`src/rtl/register_bank_pkg.sv`:
```
// Shared constants and types for the eight-entry register bank.
package register_bank_pkg;

  localparam int unsigned NUM_ENTRIES = 8;
  localparam int unsigned ADDR_BITS   = 3;
  localparam int unsigned COUNT_BITS  = 16;

  typedef logic [ADDR_BITS-1:0] reg_addr_t;

endpackage

```
`src/rtl/EIGHT_N_BITS_INPUTS_THREE_BITS_SELECT_MUX_MODULE.sv`:
```
// Generic 8:1 mux of N-bit inputs selected by a 3-bit code.
module EIGHT_N_BITS_INPUTS_THREE_BITS_SELECT_MUX_MODULE #(
  parameter int unsigned N = 32
) (
  input  logic [7:0][N-1:0] INPUTS,
  input  logic [2:0]        SELECT,
  output logic [N-1:0]      OUTPUT
);

  assign OUTPUT = INPUTS[SELECT];

endmodule

```
`src/rtl/register_bank_read_port.sv`:
```
// One registered read port: entry mux, write-first bypass and output flops.
module register_bank_read_port
  import register_bank_pkg::*;
#(
  parameter int unsigned BITS = 32
) (
  input  logic                              CLK,
  input  logic                              RESET_N,
  input  logic [NUM_ENTRIES-1:0][BITS-1:0]  i_entries,
  input  logic                              i_wr_commit,
  input  reg_addr_t                         i_wr_addr,
  input  logic [BITS-1:0]                   i_wr_data,
  input  logic                              i_rd_en,
  input  reg_addr_t                         i_rd_addr,
  output logic [BITS-1:0]                   o_rd_data,
  output logic                              o_rd_valid
);

  logic [BITS-1:0] w_mux_data;
  logic [BITS-1:0] w_sel_data;
  logic            w_bypass;
  logic [BITS-1:0] r_rd_data;
  logic            r_rd_valid;

  EIGHT_N_BITS_INPUTS_THREE_BITS_SELECT_MUX_MODULE #(
    .N (BITS)
  ) u_mux (
    .INPUTS (i_entries),
    .SELECT (i_rd_addr),
    .OUTPUT (w_mux_data)
  );

  // Commit already excludes dropped writes, so a hardwired entry 0 never bypasses.
  assign w_bypass   = i_wr_commit && (i_wr_addr == i_rd_addr);
  assign w_sel_data = w_bypass ? i_wr_data : w_mux_data;

  always_ff @(posedge CLK or negedge RESET_N) begin
    if (!RESET_N) begin
      r_rd_data  <= '0;
      r_rd_valid <= 1'b0;
    end else begin
      r_rd_valid <= i_rd_en;
      if (i_rd_en) begin
        r_rd_data <= w_sel_data;
      end
    end
  end

  assign o_rd_data  = r_rd_data;
  assign o_rd_valid = r_rd_valid;

endmodule

```
`src/rtl/register_bank_eight_entry.sv`:
```
// Eight-entry register bank: one write port, two registered read ports,
// packed contents bus and a saturating committed-write counter.
module register_bank_eight_entry
  import register_bank_pkg::*;
#(
  parameter int unsigned BITS               = 32,
  parameter bit          ZERO_REG_HARDWIRED = 1'b1
) (
  input  logic                              CLK,
  input  logic                              RESET_N,
  input  logic                              WRITE_ENABLE,
  input  reg_addr_t                         WRITE_ADDR,
  input  logic [BITS-1:0]                   WRITE_DATA,
  input  logic                              READ_ENABLE_A,
  input  reg_addr_t                         READ_ADDR_A,
  output logic [BITS-1:0]                   READ_DATA_A,
  output logic                              READ_VALID_A,
  input  logic                              READ_ENABLE_B,
  input  reg_addr_t                         READ_ADDR_B,
  output logic [BITS-1:0]                   READ_DATA_B,
  output logic                              READ_VALID_B,
  output logic [NUM_ENTRIES-1:0][BITS-1:0]  REGISTERS,
  output logic [COUNT_BITS-1:0]             WRITE_COUNT
);

  logic [NUM_ENTRIES-1:0][BITS-1:0] r_entries;
  logic [COUNT_BITS-1:0]            r_write_count;
  logic                             w_commit;

  // Writes to a hardwired entry 0 are dropped entirely, including the count.
  assign w_commit = WRITE_ENABLE &&
                    !(ZERO_REG_HARDWIRED && (WRITE_ADDR == ADDR_BITS'(0)));

  always_ff @(posedge CLK or negedge RESET_N) begin
    if (!RESET_N) begin
      r_entries <= '0;
    end else begin
      for (int unsigned i = 0; i < NUM_ENTRIES; i++) begin
        if (w_commit && (WRITE_ADDR == ADDR_BITS'(i))) begin
          r_entries[i] <= WRITE_DATA;
        end
      end
    end
  end

  always_ff @(posedge CLK or negedge RESET_N) begin
    if (!RESET_N) begin
      r_write_count <= '0;
    end else if (w_commit && (r_write_count != {COUNT_BITS{1'b1}})) begin
      r_write_count <= r_write_count + COUNT_BITS'(1);
    end
  end

  register_bank_read_port #(
    .BITS (BITS)
  ) u_read_port_a (
    .CLK         (CLK),
    .RESET_N     (RESET_N),
    .i_entries   (r_entries),
    .i_wr_commit (w_commit),
    .i_wr_addr   (WRITE_ADDR),
    .i_wr_data   (WRITE_DATA),
    .i_rd_en     (READ_ENABLE_A),
    .i_rd_addr   (READ_ADDR_A),
    .o_rd_data   (READ_DATA_A),
    .o_rd_valid  (READ_VALID_A)
  );

  register_bank_read_port #(
    .BITS (BITS)
  ) u_read_port_b (
    .CLK         (CLK),
    .RESET_N     (RESET_N),
    .i_entries   (r_entries),
    .i_wr_commit (w_commit),
    .i_wr_addr   (WRITE_ADDR),
    .i_wr_data   (WRITE_DATA),
    .i_rd_en     (READ_ENABLE_B),
    .i_rd_addr   (READ_ADDR_B),
    .o_rd_data   (READ_DATA_B),
    .o_rd_valid  (READ_VALID_B)
  );

  assign REGISTERS   = r_entries;
  assign WRITE_COUNT = r_write_count;

endmodule

```
`config.mk`:
```
export PLATFORM = sky130hd
export DESIGN_NAME = register_bank_eight_entry
export DESIGN_NICKNAME = d
export VERILOG_FILES = /design/src/rtl/register_bank_pkg.sv /design/src/rtl/EIGHT_N_BITS_INPUTS_THREE_BITS_SELECT_MUX_MODULE.sv /design/src/rtl/register_bank_read_port.sv /design/src/rtl/register_bank_eight_entry.sv
export SDC_FILE = /design/constraint.sdc
export NUM_CORES = 1
export LEC_CHECK = 0
export BUFFER_PORTS_ARGS = -buffer_cell sky130_fd_sc_hd__buf_2
export CAP_MARGIN = 15
export CORE_MARGIN = 1.5
export CORE_UTILIZATION = 55
export CTS_CLUSTER_SIZE = 12
export DETAILED_ROUTE_END_ITERATION = 12
export PLACE_DENSITY = 0.81
export SYNTH_ARGS = -nofsm -noshare
export SYNTH_HDL_FRONTEND = slang
export SYNTH_HIERARCHICAL = 1
export SYNTH_SLANG_ARGS = --single-unit
```
`constraint.sdc`:
```
create_clock -name CLK -period 5.2 [get_ports CLK]
set_input_delay 1.04 -clock CLK [delete_from_list [all_inputs] [get_ports CLK]]
set_output_delay 1.04 -clock CLK [all_outputs]
set_load 0.02 [all_outputs]
```
# ---- Yosys cells after proc, flatten, opt, wreduce, memory -nomap -nowiden
# Cells that the tools add are included.
dict set report classes {
  add_sub_neg 1
  shifts 0
  mul 0
  div_mod_pow 0
  n_lt_le_gt_ge 2
  n_eq_ne 10
  bitwise 0
  n_reduce_logical 14
  n_mux 6
}
# op count
set op_table {}
lappend op_table {{$bmux W32 S3} 2}
lappend op_table {{$mux W32} 4}
lappend op_table {{$add A16 B1 Y16 const B} 1}
lappend op_table {{$ne A16 B16 Y1 const B} 1}
lappend op_table {{$eq A3 B3 Y1 const B} 4}
lappend op_table {{$logic_and A1 B1 Y1} 12}
lappend op_table {{$lt A3 B4 Y1 const B} 2}
lappend op_table {{$eq A3 B2 Y1 const B} 2}
lappend op_table {{$eq A3 B3 Y1} 2}
lappend op_table {{$eq A3 B1 Y1 const B} 1}
lappend op_table {{$logic_not A3 Y1} 1}
lappend op_table {{$logic_not A1 Y1} 1}
dict set report word_totals {
  output_inout_bits 338
  memories 0
  latch_bits 0
  regBits 338
  wordCells 46
  in_bits 46
  mem_bits_ro 0
  ramBits 0
}

# ---- Logic depth before layout (Yosys ltp)
# Gate-level depths: netlist of run 1.
dict set report depth {
  depth_word 5
  mapped_depth 8
  ltp_nobuf 5
}

# ---- Hierarchy
# The synthesis of run 1 kept the hierarchy.
# mod seq_area_each_um2 n_inst area_each_um2 cells_each
set by_module_without_submodules {}
lappend by_module_without_submodules {register_bank_eight_entry 6806.5 1 10067.2 626}
lappend by_module_without_submodules {register_bank_read_port 825.8 2 2459.9 231}
lappend by_module_without_submodules {EIGHT_N_BITS_INPUTS_THREE_BITS_SELECT_MUX_MODULE 0.0 2 2073.2 114}

# ---- Worst setup path before layout of run 1
# OpenSTA, ideal clock, no wires.
dict set report synth_timing {
  kind {input to register}
  from {input port READ_ADDR_A[0]}
  to {register u_read_port_a.r_rd_data[10] (netlist: u_read_port_a/o_rd_data[10])}
  arrival_ns 2.391
  setup_slack_ns 2.688
  stages 7
  setup_ns 0.121
  cell_sequence {buf_6 buf_6 mux4_1 mux2_2 inv_1 a41oi_1 o22a_1}
}
dict set report synth_between {
  elab_chain_cells 3
  word_cells_on_any_way 5
  cone_classes {1 x eq/ne; 3 x mux; 1 x reduce/logical}
}
# element line_no
set synth_lines {}
lappend synth_lines {{from (decl)} register_bank_eight_entry.sv:15} ;# input reg_addr_t READ_ADDR_A,
lappend synth_lines {{$bmux W32 S3} EIGHT_N_BITS_INPUTS_THREE_BITS_SELECT_MUX_MODULE.sv:10} ;# assign OUTPUT = INPUTS[SELECT];
lappend synth_lines {{$mux W32 (implied by the code)} EIGHT_N_BITS_INPUTS_THREE_BITS_SELECT_MUX_MODULE.sv:10}
lappend synth_lines {{named net u_read_port_a.w_mux_data[10]} register_bank_read_port.sv:19} ;# logic [BITS-1:0] w_mux_data;
lappend synth_lines {{$mux W32} register_bank_read_port.sv:35} ;# assign w_sel_data = w_bypass ? i_wr_data : w_mux_data;
lappend synth_lines {{to (signal assigned)} register_bank_read_port.sv:44} ;# r_rd_data <= w_sel_data;
lappend synth_lines {{to (decl)} register_bank_read_port.sv:22} ;# logic [BITS-1:0] r_rd_data;
# The timed path passes the listed nets, and every way through them passes these cells. The select of a mux whose other input is x is not followed.
# A chain may end at the register's enable or synchronous reset.

# ---- Worst setup path after layout of run 1
dict set report layout_timing {
  from {input port READ_ADDR_B[0]}
  to {register u_read_port_b.r_rd_data[21] (netlist: u_read_port_b/o_rd_data[21])}
}
dict set report layout_between {
  elab_chain_cells 3
  word_cells_on_any_way 5
  cone_classes {1 x eq/ne; 3 x mux; 1 x reduce/logical}
}
# element line_no
set layout_lines {}
lappend layout_lines {{from (decl)} register_bank_eight_entry.sv:19} ;# input reg_addr_t READ_ADDR_B,
lappend layout_lines {{$bmux W32 S3} EIGHT_N_BITS_INPUTS_THREE_BITS_SELECT_MUX_MODULE.sv:10}
lappend layout_lines {{$mux W32 (implied by the code)} EIGHT_N_BITS_INPUTS_THREE_BITS_SELECT_MUX_MODULE.sv:10}
lappend layout_lines {{named net u_read_port_b.w_mux_data[21]} register_bank_read_port.sv:19}
lappend layout_lines {{$mux W32} register_bank_read_port.sv:35}
lappend layout_lines {{to (signal assigned)} register_bank_read_port.sv:44}
lappend layout_lines {{to (decl)} register_bank_read_port.sv:22}
# The timed path passes the listed nets, and every way through them passes these cells. The select of a mux whose other input is x is not followed.

==> qor_table.md, run 1 <==
| Quantity | Reported | Unit |
|:---|:---|:---|
| Area Growth Syn to Fin | 17.6 | % |
| Per-cell via count in the routed design | 6.65 | - |
| Run status | finished, final reports clean | - |
| R2R setup slack | 3060 | ps |
| Ports | 384 | - |
| Aggregate global routing overflow | 0 | - |
| Number of iterations in the first detailed-routing pass | 5 | - |
| Min-delay worst type | register to register | - |
| Combined global-route utilization of all metal layers | 32.8 | % |
| Number of buffers inserted during clock tree synthesis | 39 | - |
| Max_cap viols | 0 | - |
| Worst Path Class, Setup | input port to register | - |
| Max Clk Rate | 316 | MHz |
| Number of library cell types mapped by synthesis | 43 | - |
| Port bufs | 383 | - |
| Part of the total power dissipated in sequential elements | 39.0 | % |
| Pin slew with the least headroom to its limit | 1210 | ps |
| Switching Share | 35.8 | % |
| Number of antenna-violating nets in the routed design | 0 | - |
| Number of flip-flops and latches in the synthesized netlist | 338 | - |
| Number of setup violations in the final report | 0 | - |
| Vias in the first global route | 14,058 | - |
| Initial cell density of the core | 55.7 | % |
| First-pass GRT wire length | 88,800 | um |
| Max incr delay on CP | 750 | ps |
| Area of the mapped netlist | 0.0191 | mm2 |
| Lkg Pwr | 0.0103 | uW |
| Highest-delay cell along the critical path | sky130_fd_sc_hd__buf_4 | - |
| Sequential cell area fraction in the yosys report | 44.2 | % |
| Cells after synthesis | 1,316 | - |
| Clock transition at the registers of the reported paths | 60 | ps |
| Endpoint class of the critical path | register | - |
| Die width | 190 | um |
| Crit path arrival time | 3590 | ps |
| Final hold violation count | 0 | - |
| Final critical delay including setup and external delays | 3160 | ps |
| Gate power share | 32.7 | % |
| Number of resized instances in the post-cts repair step | 0 | - |
| Final weighted congestion in routability-driven placement | 0.848 | - |
| TritonCTS clock tree | yes | - |
| WL final | 59,000 | um |
| Die footprint | 0.0359 | mm2 |
| CTS sink cnt | 338 | - |
| Final routed wire length divided by cell count | 28.1 | um |
| DRC | 0 | - |
| Total negative slack | 0 | ps |
| Setup skew after layout | 16.2 | ps |
| Core footprint | 0.0344 | mm2 |
| CP Data Required Time | 5630 | ps |
| Final core utilization | 65.5 | % |
| Max Transition Viols Final | 0 | - |
| Critical Path Most Common Cell | sky130_fd_sc_hd__buf_4 | - |
| Portion of the clock cycle consumed by the worst path in the final layout | 60.8 | % |
| Initial antenna violation count | 2 | - |
| Total of hold buffers inserted after clock tree synthesis | 0 | - |
| CTS H-Tree Depth | 2 | - |
| Later-pin clock latency in the skew report | 550 | ps |
| Clock Tree Root | sky130_fd_sc_hd__clkbuf_16 | - |
| Relative slew slack | 19.2 | % |
| Largest buffer count on any clock path | 3 | - |
| Warnings from Yosys | 6 | - |
| Cell-internal power | 6100 | uW |
| Maximum net fanout on the critical path | 50 | - |
| Clk pwr share | 28.3 | % |
| Half-perimeter wire length of the detailed placement result | 38,200 | um |
| Count of standard-cell rows | 68 | - |
| Pin count of the biggest net entering global routing | 114 | - |
| Total nets after synthesis | 1,363 | - |
| Switching power of the nets | 3400 | uW |
| Layout cell share with drive strength beyond 1 | 54.5 | % |
| Power per unit of standard cell area | 422 | mW/mm2 |
| Routed via count | 13,952 | - |
| Maximum resistive drop on vdd | 298 | uV |
| Nets | 1,664 | - |
| Mean Syn Cell Area | 14.5 | um2 |
| Setup repair after global routing missed its margin | false | - |
| Critical-path cell list | buf_4 -> buf_4 -> mux4_1 -> mux2_2 -> inv_1 -> a41oi_1 -> o22a_1 | - |
| Worst setup SP type | input port | - |
| Post-CTS Setup Bufs | 0 | - |
| Die Height | 190 | um |
| Initial DRC count | 1,103 | - |
registers in the layout, indices dropped and copies added, names as in the netlist:
| register | count |
|---|---|
| REGISTERS | 256 |
| u_read_port_a/o_rd_data | 32 |
| u_read_port_a/o_rd_valid | 1 |
| WRITE_COUNT | 16 |
| u_read_port_b/o_rd_data | 32 |
| u_read_port_b/o_rd_valid | 1 |
layout make-up:
class | count | area (um2)
Sequential cell | 338 | 8460
Clock buffer | 53 | 1110
Antenna cell | 2 | 5.00
Tap cell | 455 | 569
Inverter | 70 | 265
Timing Repair Buffer | 419 | 2330
Clock inverter | 12 | 125
Fill cell | 2451 | 11900
Multi-Input combinational cell | 749 | 9630
cell families after synthesis:
| kind of cell | synth area share, % |
|---|---|
| simple gates | 2.67 |
| flops | 44.2 |
| xor+xnor | 1.43 |
| compound gates | 11.5 |
| fa+ha+maj | 0.0654 |
| mux | 33.8 |
| buf+inv | 6.34 |
final timing paths:
kind / start / end / cells after the start
hold reg to reg: REGISTERS[2] / REGISTERS[2] / 0
setup reg to reg: WRITE_COUNT[0] / WRITE_COUNT[1] / 5
max in group asynchronous: RESET_N / REGISTERS[130] / 2
min in group asynchronous: RESET_N / REGISTERS[219] / 1
hold / removal: REGISTERS[2] / REGISTERS[2] / 0
setup / recovery: READ_ADDR_B[0] / u_read_port_b/o_rd_data[21] / 7
metal layers:
layer / track usage [%] / vias up / wire [um]
met5: 0 / - / 10
met4: 13.5 / 2 / 2350
met3: 7.71 / 150 / 5480
met2: 52.8 / 765 / 28400
met1: 43.1 / 7267 / 22800
li1: - / 5768 / -
cell usage in the layout (no fill, tap or decap), types with 4 or more instances in the layout:
cell and instances:
sky130_fd_sc_hd__dfrtp_1 338, sky130_fd_sc_hd__mux4_2 48, sky130_fd_sc_hd__o22a_1 64, sky130_fd_sc_hd__xnor2_4 6
sky130_fd_sc_hd__mux2_1 5, sky130_fd_sc_hd__nor2_1 7, sky130_fd_sc_hd__buf_2 376, sky130_fd_sc_hd__clkbuf_8 6
sky130_fd_sc_hd__o41ai_2 60, sky130_fd_sc_hd__a41oi_1 64, sky130_fd_sc_hd__buf_4 34, sky130_fd_sc_hd__nor3_1 6
sky130_fd_sc_hd__clkbuf_16 40, sky130_fd_sc_hd__xor2_1 7, sky130_fd_sc_hd__clkinv_2 8, sky130_fd_sc_hd__nand2_1 70
sky130_fd_sc_hd__buf_16 4, sky130_fd_sc_hd__xor2_4 6, sky130_fd_sc_hd__o41ai_1 4, sky130_fd_sc_hd__mux4_1 80
sky130_fd_sc_hd__inv_1 69, sky130_fd_sc_hd__clkbuf_1 7, sky130_fd_sc_hd__mux2_2 285
stage by stage:
stage | hold slack [ps] | cells | total power, uW | setup WS [ps] | instance area (um2)
detailed placement | 397 | 2027 | 6790 | 1530 | 21200
global placement | 393 | 2025 | 6680 | 1510 | 21100
finish | 407 | 2098 | 9490 | 2040 | 22500
CTS | 410 | 2092 | 9480 | 2050 | 22400
global route | 425 | 2096 | 9860 | 1930 | 22500
floorplan | 590 | 1316 | 5620 | 2690 | 19100
synthesized netlist by cell type (all sizes together):
| library cell | number | area (um2) |
|---|---|---|
| mux2i | 1 | 10.0 |
| a311oi | 1 | 15.0 |
| xor2 | 13 | 159 |
| nor4bb | 2 | 20.0 |
| clkbuf | 56 | 210 |
| o21ai | 2 | 10.0 |
| xnor2 | 8 | 115 |
| nor4b | 1 | 8.76 |
| mux2 | 290 | 3270 |
| and4b | 1 | 10.0 |
| a31oi | 2 | 12.5 |
| nor2 | 7 | 26.3 |
| o41ai | 64 | 1010 |
| nand4 | 4 | 40.0 |
| or4 | 1 | 11.3 |
| inv | 70 | 263 |
| buf | 99 | 706 |
| o31ai | 1 | 21.3 |
| a21oi | 3 | 15.0 |
| nand2b | 1 | 6.26 |
| nand2 | 70 | 263 |
| mux4 | 128 | 3180 |
| nand3 | 3 | 15.0 |
| dlygate4sd1 | 4 | 35.0 |
| or2 | 2 | 12.5 |
| ha | 1 | 12.5 |
| nor3 | 8 | 45.0 |
| dfrtp | 338 | 8460 |
| o22a | 64 | 561 |
| nor4 | 3 | 18.8 |
| nand4b | 3 | 26.3 |
| or3 | 1 | 7.51 |
| a41oi | 64 | 561 |
power groups by stage:
stage | Clock, uW | Combinational (uW) | Sequential [uW]
floorplan | 0 | 1400 | 4230
global placement | 0 | 2990 | 3690
detailed placement | 0 | 3060 | 3730
CTS | 2710 | 3080 | 3690
global route | 2820 | 3270 | 3770
finish | 2690 | 3100 | 3700
worst max-delay path, delay by kind of cell:
family          cells  cell delay, ps
buf+inv             3            1270
compound gates      2             300
mux                 2             920
No activity file was read; power rests on OpenSTA's default activity.
==> run 2, diff against run 1 <==
--- a/config.mk
+++ b/config.mk
@@ -8,10 +8,10 @@
 export BUFFER_PORTS_ARGS = -buffer_cell sky130_fd_sc_hd__buf_2
 export CAP_MARGIN = 15
 export CORE_MARGIN = 1.5
-export CORE_UTILIZATION = 55
+export CORE_UTILIZATION = 51
 export CTS_CLUSTER_SIZE = 12
 export DETAILED_ROUTE_END_ITERATION = 12
-export PLACE_DENSITY = 0.81
+export PLACE_DENSITY = 0.79
 export SYNTH_ARGS = -nofsm -noshare
 export SYNTH_HDL_FRONTEND = slang
 export SYNTH_HIERARCHICAL = 1
==> constraint.sdc (replaced) <==
create_clock -name CLK -period 2.9 [get_ports CLK]
set_input_delay 0.58 -clock CLK [delete_from_list [all_inputs] [get_ports CLK]]
set_output_delay 0.58 -clock CLK [all_outputs]
set_load 0.02 [all_outputs]
==> qor_table.md, run 2 (synthesis results as in run 1) <==
| Quantity | Reported | Unit | Change |
|:---|:---|:---|:---|
| Run status | complete, but fails checks | - |  |
| Violations in the final reports | negative hold slack | - |  |
| CP top delay family | XOR/XNOR gates | - |  |
| Depth of the worst register-to-register path | 5 | - | unchanged |
| Setup repair after global routing missed its margin | false | - |  |
| Initial antenna violation count | 3 | - | +1 |
| Max incr delay on CP | 820 | ps | +70 ps |
| Most frequent cells in the layout | sky130_fd_sc_hd__buf_2, sky130_fd_sc_hd__dfrtp_1, sky130_fd_sc_hd__mux2_2 | - |  |
| Highest-delay cell along the critical path | sky130_fd_sc_hd__xor2_4 | - |  |
| Layout cell share with drive strength beyond 1 | 55.0 | % | +0.52 points |
| Min-delay worst type | input port to asynchronous set/reset pin | - |  |
| Endpoint class of the critical path | register | - |  |
| Die footprint | 0.0387 | mm2 | +7.7% |
| Design Area, Final | 0.0229 | mm2 | +1.8% |
| Number of antenna-violating nets in the routed design | 0 | - | unchanged |
| Largest buffer count on any clock path | 3 | - | unchanged |
| Max Clk Rate | 489 | MHz |  |
| Capture point of the worst reg-to-reg path | WRITE_COUNT[14] | - |  |
| Hold slack final | -0.696 | ps | -408 ps |
| Count of standard-cell rows | 70 | - | +2.9% |
| Logic depth of the worst setup path including buffers | 5 | - | -2 |
| Commonest non-fill, non-tap cell in the layout | sky130_fd_sc_hd__buf_2 | - |  |
| Number of iterations in the first detailed-routing pass | 5 | - | unchanged |
| Max_cap viols | 0 | - | unchanged |
| Relative slew slack | 30.9 | % | +12 points |
| Crit path arrival time | 2470 | ps | -1120 ps |
| Final critical delay including setup and external delays | 2040 | ps |  |
| Critical-path cell list | buf_2 -> xor2_4 -> buf_4 -> o41ai_2 -> o22a_1 | - |  |
| R2R setup slack | 870 | ps | -2190 ps |
| Clock Tree Root | sky130_fd_sc_hd__clkbuf_16 | - |  |
| # fillers | 2,752 | - | +12% |
| Vias in the first global route | 14,504 | - | +3.2% |
| Max Transition Viols Final | 0 | - | unchanged |
| Final core utilization | 62.3 | % | -3.2 points |
| Half-perimeter wire length of the detailed placement result | 39,700 | um | +3.9% |
| Worst setup SP type | input port | - |  |
| Final hold violation count | 2 | - | +2 |
| Initial DRC count | 1,157 | - | +4.9% |
| Clock transition at the registers of the reported paths | 60 | ps | about the same |
| Per-cell via count in the routed design | 6.60 | - | -0.83% |
| Setup skew after layout | 6.45 | ps | -9.75 ps |
| TritonCTS clock tree | yes | - |  |
| Aggregate global routing overflow | 0 | - | unchanged |
| CP Data Required Time | 3330 | ps | -2300 ps |
| Area Growth Syn to Fin | 19.7 | % |  |
| Number of setup violations in the final report | 0 | - | unchanged |
| Ports | 384 | - | unchanged |
| Port bufs | 383 | - | unchanged |
| Post-DP Area | 0.0215 | mm2 | +1.5% |
| Core footprint | 0.0368 | mm2 | +7.0% |
| Lkg Pwr | 0.0104 | uW | +1.8% |
| Number of cells in the finished layout apart from fillers | 2,132 | - | +1.6% |
| Number of buffers inserted during clock tree synthesis | 39 | - | unchanged |
| Startpoint of the most critical register-to-register path | WRITE_COUNT[1] | - |  |
| Routed via count | 14,061 | - | +0.78% |
| Portion of the clock cycle consumed by the worst path in the final layout | 70.5 | % |  |
| Total of hold buffers inserted after clock tree synthesis | 0 | - | unchanged |
| Pin count of the biggest net entering global routing | 72 | - | -37% |
| Final routed wire length divided by cell count | 28.6 | um | +1.7% |
| Die width | 197 | um | +3.8% |
| Post-CTS Setup Bufs | 0 | - | unchanged |
| Nets | 1,684 | - | +1.2% |
| CTS H-Tree Depth | 2 | - | unchanged |
| Power per unit of standard cell area | 757 | mW/mm2 | +79% |
| Combined global-route utilization of all metal layers | 31.8 | % | -1.1 points |
| Die Height | 197 | um | +3.8% |
| Max reg flops | 256 | - | unchanged |
| Placed cell count | 2,059 | - | +1.6% |
| Maximum resistive drop on vdd | 521 | uV | +75% |
| Number of resized instances in the post-cts repair step | 0 | - | unchanged |
| Critical path buffer and inverter count | 2 | - | -1 |
| Final weighted congestion in routability-driven placement | 0.874 | - | +3.1% |
| WL final | 60,900 | um | +3.3% |
| DRC | 0 | - | unchanged |
| Pin slew with the least headroom to its limit | 1040 | ps | -175 ps |
| CTS sink cnt | 338 | - | unchanged |
| Total negative slack | 0 | ps | unchanged |
| Later-pin clock latency in the skew report | 550 | ps | about the same |
| Maximum net fanout on the critical path | 20 | - | -60% |
| Worst Path Class, Setup | input port to register | - |  |
| Initial cell density of the core | 52.0 | % | -3.7 points |
| First-pass GRT wire length | 92,000 | um | +3.6% |
==> run 2: worst max-delay path by stage <==
stage,from,end
2_1_floorplan,READ_ADDR_A[0],u_read_port_a/o_rd_data[10]
3_3_place_gp,WRITE_ADDR[2],u_read_port_a/o_rd_data[10]
5_1_grt,WRITE_COUNT[1],WRITE_COUNT[1]
4_1_cts,WRITE_ADDR[2],u_read_port_a/o_rd_data[30]
6_report,WRITE_ADDR[2],u_read_port_a/o_rd_data[9]
3_5_place_dp,WRITE_ADDR[2],u_read_port_a/o_rd_data[9]
==> run 2: per-stage QoR <==
step                      power, uW  setup WS [ps]
after floorplan               10100            848
after global placement        12100            351
after detailed placement      12200            286
after CTS                     17300            856
after global routing          18000            690
final                         17300            855
==> run 2: area by class of cell <==
cell class                      instances  area (um2)  share of cell area [%]
Antenna cell                            4        10.0                  0.0437
Sequential cell                       338        8460                    36.9
Multi-Input combinational cell        749        9630                    42.0
Inverter                               70         265                    1.16
Clock buffer                           55        1150                    5.01
Tap cell                              468         586                    2.56
Clock inverter                          9         145                   0.633
Timing Repair Buffer                  439        2670                    11.6
==> run 2: power breakdown <==
part	internal (uW)	switching (uW)	leakage (uW)
Sequential	5660	966	0.00409
Combinational	2470	3190	0.00571
Clock	3090	1970	0.000640
Total	11200	6120	0.0104
==> run 2: per-layer routing <==
metal	up-vias	part of all wire [%]	global-route usage (%)
met5	-	0	0
met4	0	4.3	15.0
met3	180	9.1	7.70
met2	780	48	51.4
met1	7282	38	40.4
li1	5819	-	-
